$ cat src/rtl/lcd_spi_writer.sv
// rtl/lcd_spi_writer.sv - 9-bit command/data word to 4-wire SPI (mode 0) serialiser for the LCD panel
module lcd_spi_writer #(
    parameter int CLK_DIV = 2
) (
    input  logic       sys_clk_50MHz,
    input  logic       sys_rst_n,
    input  logic [8:0] data,
    input  logic       en_write,
    output logic       lcd_sclk,
    output logic       lcd_mosi,
    output logic       lcd_dc,
    output logic       lcd_cs_n,
    output logic       wr_done,
    output logic       busy
);

    localparam logic [1:0] IDLE  = 2'd0;
    localparam logic [1:0] SHIFT = 2'd1;
    localparam logic [1:0] HOLD  = 2'd2;
    localparam logic [1:0] DONE  = 2'd3;

    localparam int            DW       = (CLK_DIV > 1) ? $clog2(CLK_DIV) : 1;
    localparam logic [DW-1:0] DIV_LAST = DW'(CLK_DIV - 1);

    logic [1:0]    state;
    logic [DW-1:0] div_cnt;
    logic [2:0]    bit_cnt;
    // Bit 7 goes straight from the input to lcd_mosi, so only bits 6..0 are kept.
    logic [6:0]    shreg;

    always_ff @(posedge sys_clk_50MHz or negedge sys_rst_n) begin
        if (!sys_rst_n) begin
            state    <= IDLE;
            div_cnt  <= '0;
            bit_cnt  <= '0;
            shreg    <= '0;
            lcd_sclk <= 1'b0;
            lcd_mosi <= 1'b0;
            lcd_dc   <= 1'b0;
            lcd_cs_n <= 1'b1;
            wr_done  <= 1'b0;
            busy     <= 1'b0;
        end else begin
            wr_done <= 1'b0;
            case (state)
                IDLE: begin
                    div_cnt  <= '0;
                    bit_cnt  <= '0;
                    lcd_sclk <= 1'b0;
                    lcd_mosi <= 1'b0;
                    lcd_cs_n <= 1'b1;
                    busy     <= 1'b0;
                    if (en_write) begin
                        shreg    <= data[6:0];
                        lcd_dc   <= data[8];
                        lcd_mosi <= data[7];
                        lcd_cs_n <= 1'b0;
                        busy     <= 1'b1;
                        state    <= SHIFT;
                    end
                end
                SHIFT: begin
                    if (div_cnt == DIV_LAST) begin
                        div_cnt  <= '0;
                        lcd_sclk <= ~lcd_sclk;
                        // sclk currently high means this toggle is a falling edge
                        if (lcd_sclk) begin
                            if (bit_cnt == 3'd7) begin
                                state <= HOLD;
                            end else begin
                                bit_cnt  <= bit_cnt + 3'd1;
                                lcd_mosi <= shreg[6];
                                shreg    <= {shreg[5:0], 1'b0};
                            end
                        end
                    end else begin
                        div_cnt <= div_cnt + 1'b1;
                    end
                end
                HOLD: begin
                    if (div_cnt == DIV_LAST) begin
                        div_cnt  <= '0;
                        lcd_cs_n <= 1'b1;
                        wr_done  <= 1'b1;
                        state    <= DONE;
                    end else begin
                        div_cnt <= div_cnt + 1'b1;
                    end
                end
                DONE: begin
                    busy     <= 1'b0;
                    lcd_mosi <= 1'b0;
                    state    <= IDLE;
                end
                default: state <= IDLE;
            endcase
        end
    end

endmodule

$ cat config.mk
export PLATFORM = sky130hd
export DESIGN_NAME = lcd_spi_writer
export DESIGN_NICKNAME = d
export VERILOG_FILES = /design/src/rtl/lcd_spi_writer.sv
export SDC_FILE = /design/constraint.sdc
export NUM_CORES = 1
export LEC_CHECK = 0
export CAP_MARGIN = 20
export CORE_MARGIN = 2
export CORE_UTILIZATION = 51
export DETAILED_ROUTE_END_ITERATION = 10
export PLACE_DENSITY = 0.77
export SYNTH_ARGS = -nofsm -noshare
export SYNTH_HDL_FRONTEND = slang
export SYNTH_SLANG_ARGS = --single-unit
export TNS_END_PERCENT = 50
$ cat constraint.sdc
create_clock -name sys_clk_50MHz -period 2.2 [get_ports sys_clk_50MHz]
set_input_delay 0.44 -clock sys_clk_50MHz [delete_from_list [all_inputs] [get_ports sys_clk_50MHz]]
set_output_delay 0.44 -clock sys_clk_50MHz [all_outputs]
set_load 0.02 [all_outputs]
==> key figures <==
Status
  • Status: finished, final reports clean

Floorplan
  • Initial core utilization: 0.5410
  • Die area: ~2500 sq um
  • IO Pins: 18
  • Core Rows: 16
  • Die Ht: 49.86 um
  • DIE WIDTH: ~50 um
  • Placeable core area: just under 2000 sq um

Cells and area
  • ANT cells: 0
  • Layout Nets: 147
  • Reg area: between 400 and 500 sq um
  • Fillers: 165
  • Share of cells above drive strength 1: 0.1111
  • Core Util, Final: 0.6622
  • Multi-input gate area: roughly 560 sq um
  • Synth-to-Final Area Change: 22.40%

GRT
  • Initial antenna violation count: 0
  • Global-route wire length before repair: roughly 3.5 mm
  • GRT overflow: 0
  • Largest net degree at the start of global routing: 20
  • Vias in the first global route: roughly 840
  • GRT Overall Usage: 0.1876

Logic synthesis
  • Leading area contributor after synthesis: dfrtp_1
  • Mapped Cells: 106
  • Yosys warns: 0
  • Count of state elements after synthesis: 19
  • Syn nets: between 100 and 150
  • Post-Synth Simple-Gate Area: 0.2497
  • Share of the synthesized area in the top cell type: 0.4201
  • Mux cell area share after synthesis: 0.04084
  • Main combinational cell family by area after synthesis: simple AND/OR/NAND/NOR gates
  • Synth Area in XOR/XNOR: 0
  • Post-synthesis adder-cell area fraction: 0.09335
  • Syn avg cell area: 10.12 sq um
  • Unique masters post-synth: 30
  • Post-synthesis cell area: about 1100 sq um
  • Complex-gate fraction of the synthesized area: 0.1400
  • Sequential area share after synthesis: 0.4446
  • Synth top area cells: dfrtp_1 (42%), ha_1 (9.3%), nand3b_1 (5.6%)

Worst setup path
  • Startpoint Class: register
  • Slowest stage cell, crit path: clkdlybuf4s50_1
  • CP arrival: about 1.4 ns
  • Worst Path Max Fanout: 3
  • CP required: roughly 1.8 ns
  • Reg2Reg Depth: 5
  • Number of cells on the critical path: 1
  • Family with the most delay on the worst path: buffers and inverters
  • Crit-path max cell delay: around 0.6 ns
  • Kind of end point of the critical path: output pin
  • Setup slack, reg-to-reg: between 0.3 and 0.4 ns
  • Worst Path Buf+Inv: 1
  • Crit Path Category: register to output pin
  • Worst-path cell chain: clkdlybuf4s50_1

Clocking
  • Root buf cell: clkbuf_4
  • Cts repair resizes: 0
  • Clk sinks: 19
  • Hold-fix buffers, CTS: 0
  • Deepest clock path buffer count: 2
  • CTS tree: yes
  • Post-CTS setup buffers: 0
  • Clk slew on worst S/H paths: approximately 0.11 ns
  • H-tree depth: 1
  • Worst skew pair latency: around 0.3 ns
  • CTS Buf Count: 3

STA
  • Final slew viol count: 0
  • Period minus WS final: between 1.5 and 2 ns
  • Max_slew headroom: 0.7235
  • Pin slew with the least headroom to its limit: 0.4148 ns
  • Final period utilization: 0.8553
  • Setup ws final: about 0.32 ns
  • Final Hold Vio Count: 0
  • Max Clock Skew: 0.007551 ns
  • Final-report setup violation count: 0
  • F_max: between 500 and 600 MHz
  • Setup_tns: 0 ns
  • RSZ-0062 raised after global routing: no

Power and ir drop
  • Power Total: a little under 2000 uW
  • Switching part of the total: 0.4290
  • PwrDens: roughly 1500 nW/um^2
  • VDD IR max: 1061 uV
  • Static leakage power: ~0.00058 uW
  • Switching power total: between 800 and 900 uW
  • Clock power frac: 0.092
  • Internal: around 1100 uW
  • Gate power share: 0.558
  • Power share of the sequential group: 0.349

Place
  • Setup WS pre-CTS: between 0.2 and 0.25 ns
  • HPWL Detailed: 1.465 mm
  • Gpl congestion: between 0.7 and 0.8
  • Number of port buffers: 17

Detailed routing
  • Drt wl/cell: ~13 um
  • DRT antenna net count: 0
  • Via Count: ~840
  • Post-DR vias/cell: about 5.5
  • DR iter-0 viols: 23
  • Routed WL: between 2 and 2.5 mm
  • Drt drc: 0
  • Pre-antenna DRT Iters: 4

Job
  • MaxCap Viol Count: 0

Min path
  • Hold Path Class: input pin to asynchronous set/reset pin
[layer usage]
metal / vias to the layer above / GRT usage / share of wire
li1: 416 / - / -
met1: 410 / 0.2500 / 0.46
met2: 13 / 0.2978 / 0.49
met3: 4 / 0.03030 / 0.031
met4: 0 / 0.08796 / 0.015
met5: - / 0 / 0
[power by group through the flow]
stage | sequential, uW | combinational (uW) | clock, uW
floorplan | 701 | 733 | 0
global placement | 666 | 983 | 0
detailed placement | 678 | 1020 | 0
CTS | 670 | 1020 | 185
global route | 700 | 1210 | 198
finish | 673 | 1080 | 177
[worst paths after layout]
kind,from,endpoint
max,lcd_cs_n,lcd_cs_n
max reg2reg,state[1],bit_cnt[0]
min reg2reg,shreg[0],shreg[0]
min in group sys_clk_50MHz,shreg[0],shreg[0]
max in group asynchronous,sys_rst_n,lcd_cs_n
min,sys_rst_n,shreg[0]
[final cells by class]
| class | instances | share of cell area |
|---|---|---|
| tap | 27 | 0.02574 |
| clock inverter | 1 | 0.003813 |
| multi-input combinational | 80 | 0.4280 |
| inverter | 4 | 0.01144 |
| timing repair buffer | 19 | 0.1506 |
| sequential | 19 | 0.3632 |
| clock buffer | 3 | 0.01716 |
[placed cells by master (no fill, tap or decap), drive strengths merged, types with 2 or more instances in the layout]
master and n:
buf 2, inv 4, and2 2, a32oi 6
nand2b 4, nor2 3, ha 8, clkdlybuf4s50 17
nor2b 3, nand3b 8, nand3 8, dfrtp 18
clkbuf 3, o21ai 8, a21oi 3, mux2 3
nand2 14
[sequential cells by signal (all words and copies together), names as in the netlist]
signal and count:
lcd_dc 1, lcd_sclk 1, lcd_mosi 1, shreg 7, bit_cnt 3, lcd_cs_n 1
busy 1, state 2, wr_done 1, div_cnt 1
[through the flow]
step           hold slack (ns)  area, sq um  cells
2_1_floorplan           0.1444         1072    106
3_3_place_gp            0.4641         1265    148
3_5_place_dp            0.4744         1265    148
4_1_cts                 0.4660         1292    152
5_1_grt                 0.4818         1313    153
6_report                0.4648         1313    153
[logic make-up (layout without fill, tap and decap cells)]
kind of cell / after synthesis / after routing
compound gates: 21 / 21
fa+ha+maj: 8 / 8
buf+inv: 7 / 27
flops: 19 / 19
mux: 4 / 4
simple gates: 47 / 47
[cells in the mapped netlist]
cell,number
or4_1,1
nand3_1,8
or3b_1,1
nand2b_1,2
o21a_1,1
mux2_1,3
or2b_1,1
and2_1,2
clkbuf_1,2
a32oi_1,6
nor2_1,3
a21oi_2,2
nor2b_1,3
inv_1,4
dfstp_2,1
a21oi_1,1
nand3b_1,8
a31oi_1,1
a22o_1,1
o21ai_1,6
and2b_2,1
ha_1,8
mux2i_1,1
nor3_2,1
a22oi_2,1
o21ai_0,2
nand2b_2,2
nand2_1,14
buf_6,1
dfrtp_1,18
Note: power is estimated with default switching activity, not from simulation.
